[src/rtl/serial_pkg.sv]
// Shared serial-line definitions: frame states, line levels and counter sizing.
// Used by both the transmit serializer and the receive side.
package serial_pkg;

    typedef enum logic [2:0] {
        IDLE,
        START,
        DATA,
        PARITY,
        STOP
    } state_t;

    localparam logic IDLE_LEVEL  = 1'b1;
    localparam logic START_LEVEL = 1'b0;
    localparam logic STOP_LEVEL  = 1'b1;

    // Counter width able to hold 0..n-1, never narrower than one bit.
    function automatic int cnt_width(input int n);
        return (n <= 2) ? 1 : $clog2(n);
    endfunction

endpackage

[src/rtl/piso_serializer_if.sv]
// Word-load handshake and serial line of the frame transmitter.
// Master drives the word and load request; slave (the serializer) returns status and line.
interface piso_serializer_if #(
    parameter int WIDTH = 8
);
    logic [WIDTH-1:0] data_in;
    logic             load;
    logic             ready;
    logic             out;
    logic             busy;
    logic             done;

    modport master (
        output data_in, load,
        input  ready, out, busy, done
    );

    modport slave (
        input  data_in, load,
        output ready, out, busy, done
    );
endinterface

[src/rtl/piso_serializer_bit_timer.sv]
// Bit-time divider: pulses bit_tick on the last cycle of each CYCLES_PER_BIT window.
// Zero latency from counter state to tick; run=0 parks the counter at 0.
module bit_timer
    import serial_pkg::*;
#(
    parameter int CYCLES_PER_BIT = 1
) (
    input  logic clk,
    input  logic rst,
    input  logic run,
    output logic bit_tick
);
    localparam int CYC_W = cnt_width(CYCLES_PER_BIT);

    logic [CYC_W-1:0] cyc_cnt_q, cyc_cnt_d;
    logic             wrap;

    always_comb begin
        wrap      = run && (cyc_cnt_q == CYC_W'(CYCLES_PER_BIT - 1));
        cyc_cnt_d = cyc_cnt_q + CYC_W'(1);
        if (!run || wrap) begin
            cyc_cnt_d = '0;
        end
    end

    always_ff @(posedge clk) begin
        if (rst) begin
            cyc_cnt_q <= '0;
        end else begin
            cyc_cnt_q <= cyc_cnt_d;
        end
    end

    assign bit_tick = wrap;

endmodule

[src/rtl/piso_serializer.sv]
// Frame transmitter: start bit, WIDTH data bits, optional even parity, STOP_BITS stop bits.
// Start bit appears the edge a word is accepted; ready is registered and low for the whole frame (no queue).
module piso_serializer
    import serial_pkg::*;
#(
    parameter int WIDTH          = 8,
    parameter bit MSB_FIRST      = 1'b0,
    parameter int CYCLES_PER_BIT = 1,
    parameter bit PARITY_EN      = 1'b0,
    parameter int STOP_BITS      = 1
) (
    input  logic             clk,
    input  logic             rst,
    piso_serializer_if.slave bus
);
    localparam int BIT_CNT_W = cnt_width(WIDTH);
    localparam logic [BIT_CNT_W-1:0] LAST_DATA = BIT_CNT_W'(WIDTH - 1);
    localparam logic [BIT_CNT_W-1:0] LAST_STOP = BIT_CNT_W'(STOP_BITS - 1);

    state_t                 state_q, state_d;
    logic [WIDTH-1:0]       shift_q, shift_d;
    logic [BIT_CNT_W-1:0]   bit_cnt_q, bit_cnt_d;
    logic                   parity_q, parity_d;
    logic                   out_q, out_d;
    logic                   ready_q, ready_d;
    logic                   busy_q, busy_d;
    logic                   done_q, done_d;
    logic                   timer_run;
    logic                   bit_tick;
    logic                   next_bit;
    logic [WIDTH-1:0]       shifted;

    assign timer_run = (state_q != IDLE);

    bit_timer #(
        .CYCLES_PER_BIT (CYCLES_PER_BIT)
    ) u_bit_timer (
        .clk      (clk),
        .rst      (rst),
        .run      (timer_run),
        .bit_tick (bit_tick)
    );

    // The bit leaving next always sits at the shift-out end; shifting consumes it.
    assign next_bit = MSB_FIRST ? shift_q[WIDTH-1] : shift_q[0];
    assign shifted  = MSB_FIRST ? (shift_q << 1) : (shift_q >> 1);

    always_comb begin
        state_d   = state_q;
        shift_d   = shift_q;
        bit_cnt_d = bit_cnt_q;
        parity_d  = parity_q;
        out_d     = out_q;
        done_d    = 1'b0;

        case (state_q)
            IDLE: begin
                out_d = IDLE_LEVEL;
                if (bus.load && ready_q) begin
                    state_d   = START;
                    shift_d   = bus.data_in;
                    parity_d  = ^bus.data_in;
                    bit_cnt_d = '0;
                    out_d     = START_LEVEL;
                end
            end
            START: begin
                if (bit_tick) begin
                    state_d   = DATA;
                    bit_cnt_d = '0;
                    out_d     = next_bit;
                    shift_d   = shifted;
                end
            end
            DATA: begin
                if (bit_tick) begin
                    if (bit_cnt_q == LAST_DATA) begin
                        bit_cnt_d = '0;
                        if (PARITY_EN) begin
                            state_d = PARITY;
                            out_d   = parity_q;
                        end else begin
                            state_d = STOP;
                            out_d   = STOP_LEVEL;
                        end
                    end else begin
                        bit_cnt_d = bit_cnt_q + BIT_CNT_W'(1);
                        out_d     = next_bit;
                        shift_d   = shifted;
                    end
                end
            end
            PARITY: begin
                if (bit_tick) begin
                    state_d   = STOP;
                    bit_cnt_d = '0;
                    out_d     = STOP_LEVEL;
                end
            end
            STOP: begin
                if (bit_tick) begin
                    if (bit_cnt_q == LAST_STOP) begin
                        state_d   = IDLE;
                        bit_cnt_d = '0;
                        out_d     = IDLE_LEVEL;
                        done_d    = 1'b1;
                    end else begin
                        bit_cnt_d = bit_cnt_q + BIT_CNT_W'(1);
                    end
                end
            end
            default: begin
                state_d = IDLE;
                out_d   = IDLE_LEVEL;
            end
        endcase

        ready_d = (state_d == IDLE);
        busy_d  = ~ready_d;
    end

    always_ff @(posedge clk) begin
        if (rst) begin
            state_q   <= IDLE;
            shift_q   <= '0;
            bit_cnt_q <= '0;
            parity_q  <= 1'b0;
            out_q     <= IDLE_LEVEL;
            ready_q   <= 1'b1;
            busy_q    <= 1'b0;
            done_q    <= 1'b0;
        end else begin
            state_q   <= state_d;
            shift_q   <= shift_d;
            bit_cnt_q <= bit_cnt_d;
            parity_q  <= parity_d;
            out_q     <= out_d;
            ready_q   <= ready_d;
            busy_q    <= busy_d;
            done_q    <= done_d;
        end
    end

    assign bus.out   = out_q;
    assign bus.ready = ready_q;
    assign bus.busy  = busy_q;
    assign bus.done  = done_q;

endmodule
[src/flat_wrapper.sv]
// flat-port wrapper written by rule: the top's interface ports become plain ports
module piso_serializer_flat import serial_pkg::*;
#(
    parameter int WIDTH          = 8,
    parameter bit MSB_FIRST      = 1'b0,
    parameter int CYCLES_PER_BIT = 1,
    parameter bit PARITY_EN      = 1'b0,
    parameter int STOP_BITS      = 1
)
  (clk, rst, bus_data_in, bus_load, bus_ready, bus_out, bus_busy, bus_done);
  piso_serializer_if #(.WIDTH(WIDTH)) bus_i ();
  input  logic clk;
  input  logic rst;
  input wire logic [$bits(bus_i.data_in)-1:0] bus_data_in;
  input wire logic [$bits(bus_i.load)-1:0] bus_load;
  output wire logic [$bits(bus_i.ready)-1:0] bus_ready;
  output wire logic [$bits(bus_i.out)-1:0] bus_out;
  output wire logic [$bits(bus_i.busy)-1:0] bus_busy;
  output wire logic [$bits(bus_i.done)-1:0] bus_done;
  assign bus_i.data_in = bus_data_in;
  assign bus_i.load = bus_load;
  assign bus_ready = bus_i.ready;
  assign bus_out = bus_i.out;
  assign bus_busy = bus_i.busy;
  assign bus_done = bus_i.done;
  piso_serializer #(.WIDTH(WIDTH), .MSB_FIRST(MSB_FIRST), .CYCLES_PER_BIT(CYCLES_PER_BIT), .PARITY_EN(PARITY_EN), .STOP_BITS(STOP_BITS)) u_core (.clk(clk), .rst(rst), .bus(bus_i));
endmodule
[config.mk]
export PLATFORM = sky130hd
export DESIGN_NAME = piso_serializer_flat
export DESIGN_NICKNAME = d
export VERILOG_FILES = /design/src/rtl/serial_pkg.sv /design/src/rtl/piso_serializer_if.sv /design/src/rtl/piso_serializer_bit_timer.sv /design/src/rtl/piso_serializer.sv /design/src/flat_wrapper.sv
export SDC_FILE = /design/constraint.sdc
export NUM_CORES = 1
export LEC_CHECK = 0
export BUFFER_PORTS_ARGS = -buffer_cell sky130_fd_sc_hd__buf_4
export CAP_MARGIN = 20
export CORE_MARGIN = 3
export CORE_UTILIZATION = 50
export DETAILED_ROUTE_END_ITERATION = 10
export GPL_TIMING_DRIVEN = 0
export PLACE_DENSITY = 0.71
export SYNTH_ARGS = -nofsm -noshare
export SYNTH_HDL_FRONTEND = slang
export SYNTH_HIERARCHICAL = 1
export SYNTH_SLANG_ARGS = --single-unit
[constraint.sdc]
create_clock -name clk -period 2.5 [get_ports clk]
set_clock_uncertainty 0.15 [all_clocks]
set_input_delay 0.5 -clock clk [delete_from_list [all_inputs] [get_ports clk]]
set_output_delay 0.5 -clock clk [all_outputs]
set_load 0.005 [all_outputs]
==> run summary <==
die footprint: 2650 um2
Inst Count DP: 152
Hold Crit Class: input port to register
Port Buffer Count: 14
worst hold slack: 0.274 ns
power density over cell area: 599 nW/um2
Total Wirelength: 2070 um
Detailed Place HPWL: 1580 um
syn_nets: 127
Synth top cells by count: dfxtp_1 (19), a21oi_1 (14), o21ai_0 (7), nand2_1 (6)
count leader, synth: dfxtp_1
Critical Path Source Type: register
largest net degree at the start of global routing: 12
I/O pin cnt: 15
CTS clk-pin slew, worst paths: 0.10 ns
Max Cap Viol: 0
gpl congestion: 0.830
Total GRT Usage: 16.7%
RSZ-0062 raised after global routing: false
DR iter-0 viols: 13
clk sink count: 19
Resize count post-CTS: 0
Skew-Pair Late Insertion Delay: 0.29 ns
initial antenna violation count: 0
Hold Buf Count CTS: 0
Seq/Total Area, Yosys: 36.8%
Final Max Tran Viols: 0
CP arrival: 2.40 ns
Die Wd: 51.4 um
Area Growth Syn to Fin: 15.9%
final setup TNS: 0 ns
# diodes: 0
first-pass GRT wire length: 3370 um
number of synthesized flops with an enable pin: 0
Worst EP required: 2.51 ns
Mapped Area: 1030 um2
1st-pass router iterations: 4
DR vias/cell: 5.62
Initial Util: 56.1%
M1 WL: 1040 um
status: completed
Cells after Synth: 113
final net count: 146
gr ovfl total: 0
Avg Cell Area, Syn: 9.13 um2
Switching Share: 30.7%
min Tclk post-route: 2.39 ns
Reg power frac: 50.2%
register bit total from synthesis: 19
Synth area leaders: dfxtp_1 (37%), a21oi_1 (6.8%), mux2i_1 (3.9%)
Final Power: 0.000717 W
# DRC: 0
WS Path Type: register to register
Met2 Wirelength: 952 um
Synth top area share: 36.8%
Util after Layout: 65.0%
met3 WL: 59 um
Tcrit/Tclk final: 95.7%
count of standard-cell rows: 15
Routed WL per cell: 13.3 um
TritonCTS clock tree: yes
postcts setup bufs: 0
Worst R2R Setup Slack: 0.11 ns
share of cells above drive strength 1: 23.7%
Highest Signal Layer: met4
synth unique cells: 42
combinational share of power: 29.2%
area leader, netlist: dfxtp_1
Fin. Hold Viols: 0
P_int: 0.000497 W
CTS Buffer Depth: 2
post-route ant nets: 0
CP max FO: 10
H-tree levels: 1
Final setup viols: 0
Num CTS Buffers: 3
vias in the first global route: 763
maximum VDD drop: 375 uV
yosys warns: 6
Finished Layout Cells: 156
most frequently used flop master after synthesis: dfxtp_1
asr flop ratio synth: 0%
DIE HEIGHT: 51.4 um
Psw: 0.000220 W
LEAKAGE: 0.465 nW
Root Buffer: clkbuf_4
Critical Path End Type: register
fmax: 0.418 GHz
clock share of power: 20.6%
CORE AREA: 1840 um2
Vias: 877
==> final timing paths <==
check / startpoint / to / cells after the start
setup / recovery: u_core/state_q[2] / u_core/shift_q[6] / 9
hold / removal: rst / u_core/shift_q[3] / 2
setup reg to reg: u_core/state_q[2] / u_core/shift_q[6] / 9
hold reg to reg: u_core/shift_q[6] / u_core/shift_q[5] / 2
==> power by group through the flow <==
| stage | registers [W] | clock network [W] | logic [W] |
|---|---|---|---|
| 6_report | 0.000360 | 0.000148 | 0.000209 |
| 5_1_grt | 0.000362 | 0.000168 | 0.000230 |
| 4_1_cts | 0.000360 | 0.000158 | 0.000208 |
| 3_5_place_dp | 0.000366 | 0 | 0.000207 |
| 3_3_place_gp | 0.000365 | 0 | 0.000204 |
| 2_1_floorplan | 0.000363 | 0 | 0.000152 |
==> metal layers <==
layer | track usage, % | vias to the layer above
met4 | 1.31 | 0
li1 | - | 454
met1 | 22.6 | 412
met2 | 26.3 | 9
met3 | 6.12 | 2
met5 | 0 | -
==> flip-flops by register name, summed over array words and instances, names as in the netlist <==
name,flops
u_core/bus.out,1
u_core/bit_cnt_q,3
u_core/bus.busy,1
u_core/u_bit_timer/cyc_cnt_q,1
u_core/state_q,3
u_core/bus.ready,1
u_core/shift_q,8
u_core/bus.done,1
==> layout by cell type, fill, tap and decap left out, drive strengths merged, types with 2 or more instances in the layout <==
cell type / count
a211oi: 4
a21oi: 14
a311oi: 3
and2: 3
buf: 18
clkbuf: 5
dfxtp: 19
ha: 3
inv: 4
mux2i: 4
nand2: 6
nand2b: 3
nand3: 4
nand3b: 2
nor2: 6
nor2b: 2
o2111ai: 3
o21ai: 8
o32ai: 2
or2: 3
==> worst max-delay path: stages (launching register included) <==
cell      delay, ns
dfxtp_1        0.31
buf_4          0.17
clkbuf_1       0.22
or3_1          0.41
nor2b_4        0.15
or2_2          0.29
or2_0          0.19
buf_2          0.16
a21oi_1        0.14
a211oi_1       0.06
==> logic make-up (layout without fill, tap and decap cells) <==
| logic type | Yosys count | after routing | synth area share [%] |
|---|---|---|---|
| other cells | 1 | 1 | 0.363 |
| mux | 4 | 4 | 3.88 |
| xor+xnor | 1 | 1 | 1.58 |
| fa+ha+maj | 3 | 3 | 3.64 |
| compound gates | 41 | 41 | 27.8 |
| buf+inv | 10 | 28 | 4.61 |
| simple gates | 34 | 34 | 21.3 |
| flops | 19 | 19 | 36.8 |
==> final cells by class <==
class,instances,area [um2]
fillers,184,643
flip-flops and latches,19,380
clock buffers,3,22.5
well taps,25,31.3
repair buffers,14,105
inverters,4,15.0
clock inverters,1,5.00
multi-input cells,84,604
plain buffers,6,32.5
==> through the flow <==
step / area [um2] / setup slack, ns
5_1_grt: 1200 / 0.000658
4_1_cts: 1200 / 0.120
3_5_place_dp: 1170 / 0.137
2_1_floorplan: 1030 / 0.309
3_3_place_gp: 1170 / 0.153
6_report: 1200 / 0.108
No activity file was read; power rests on OpenSTA's default activity.
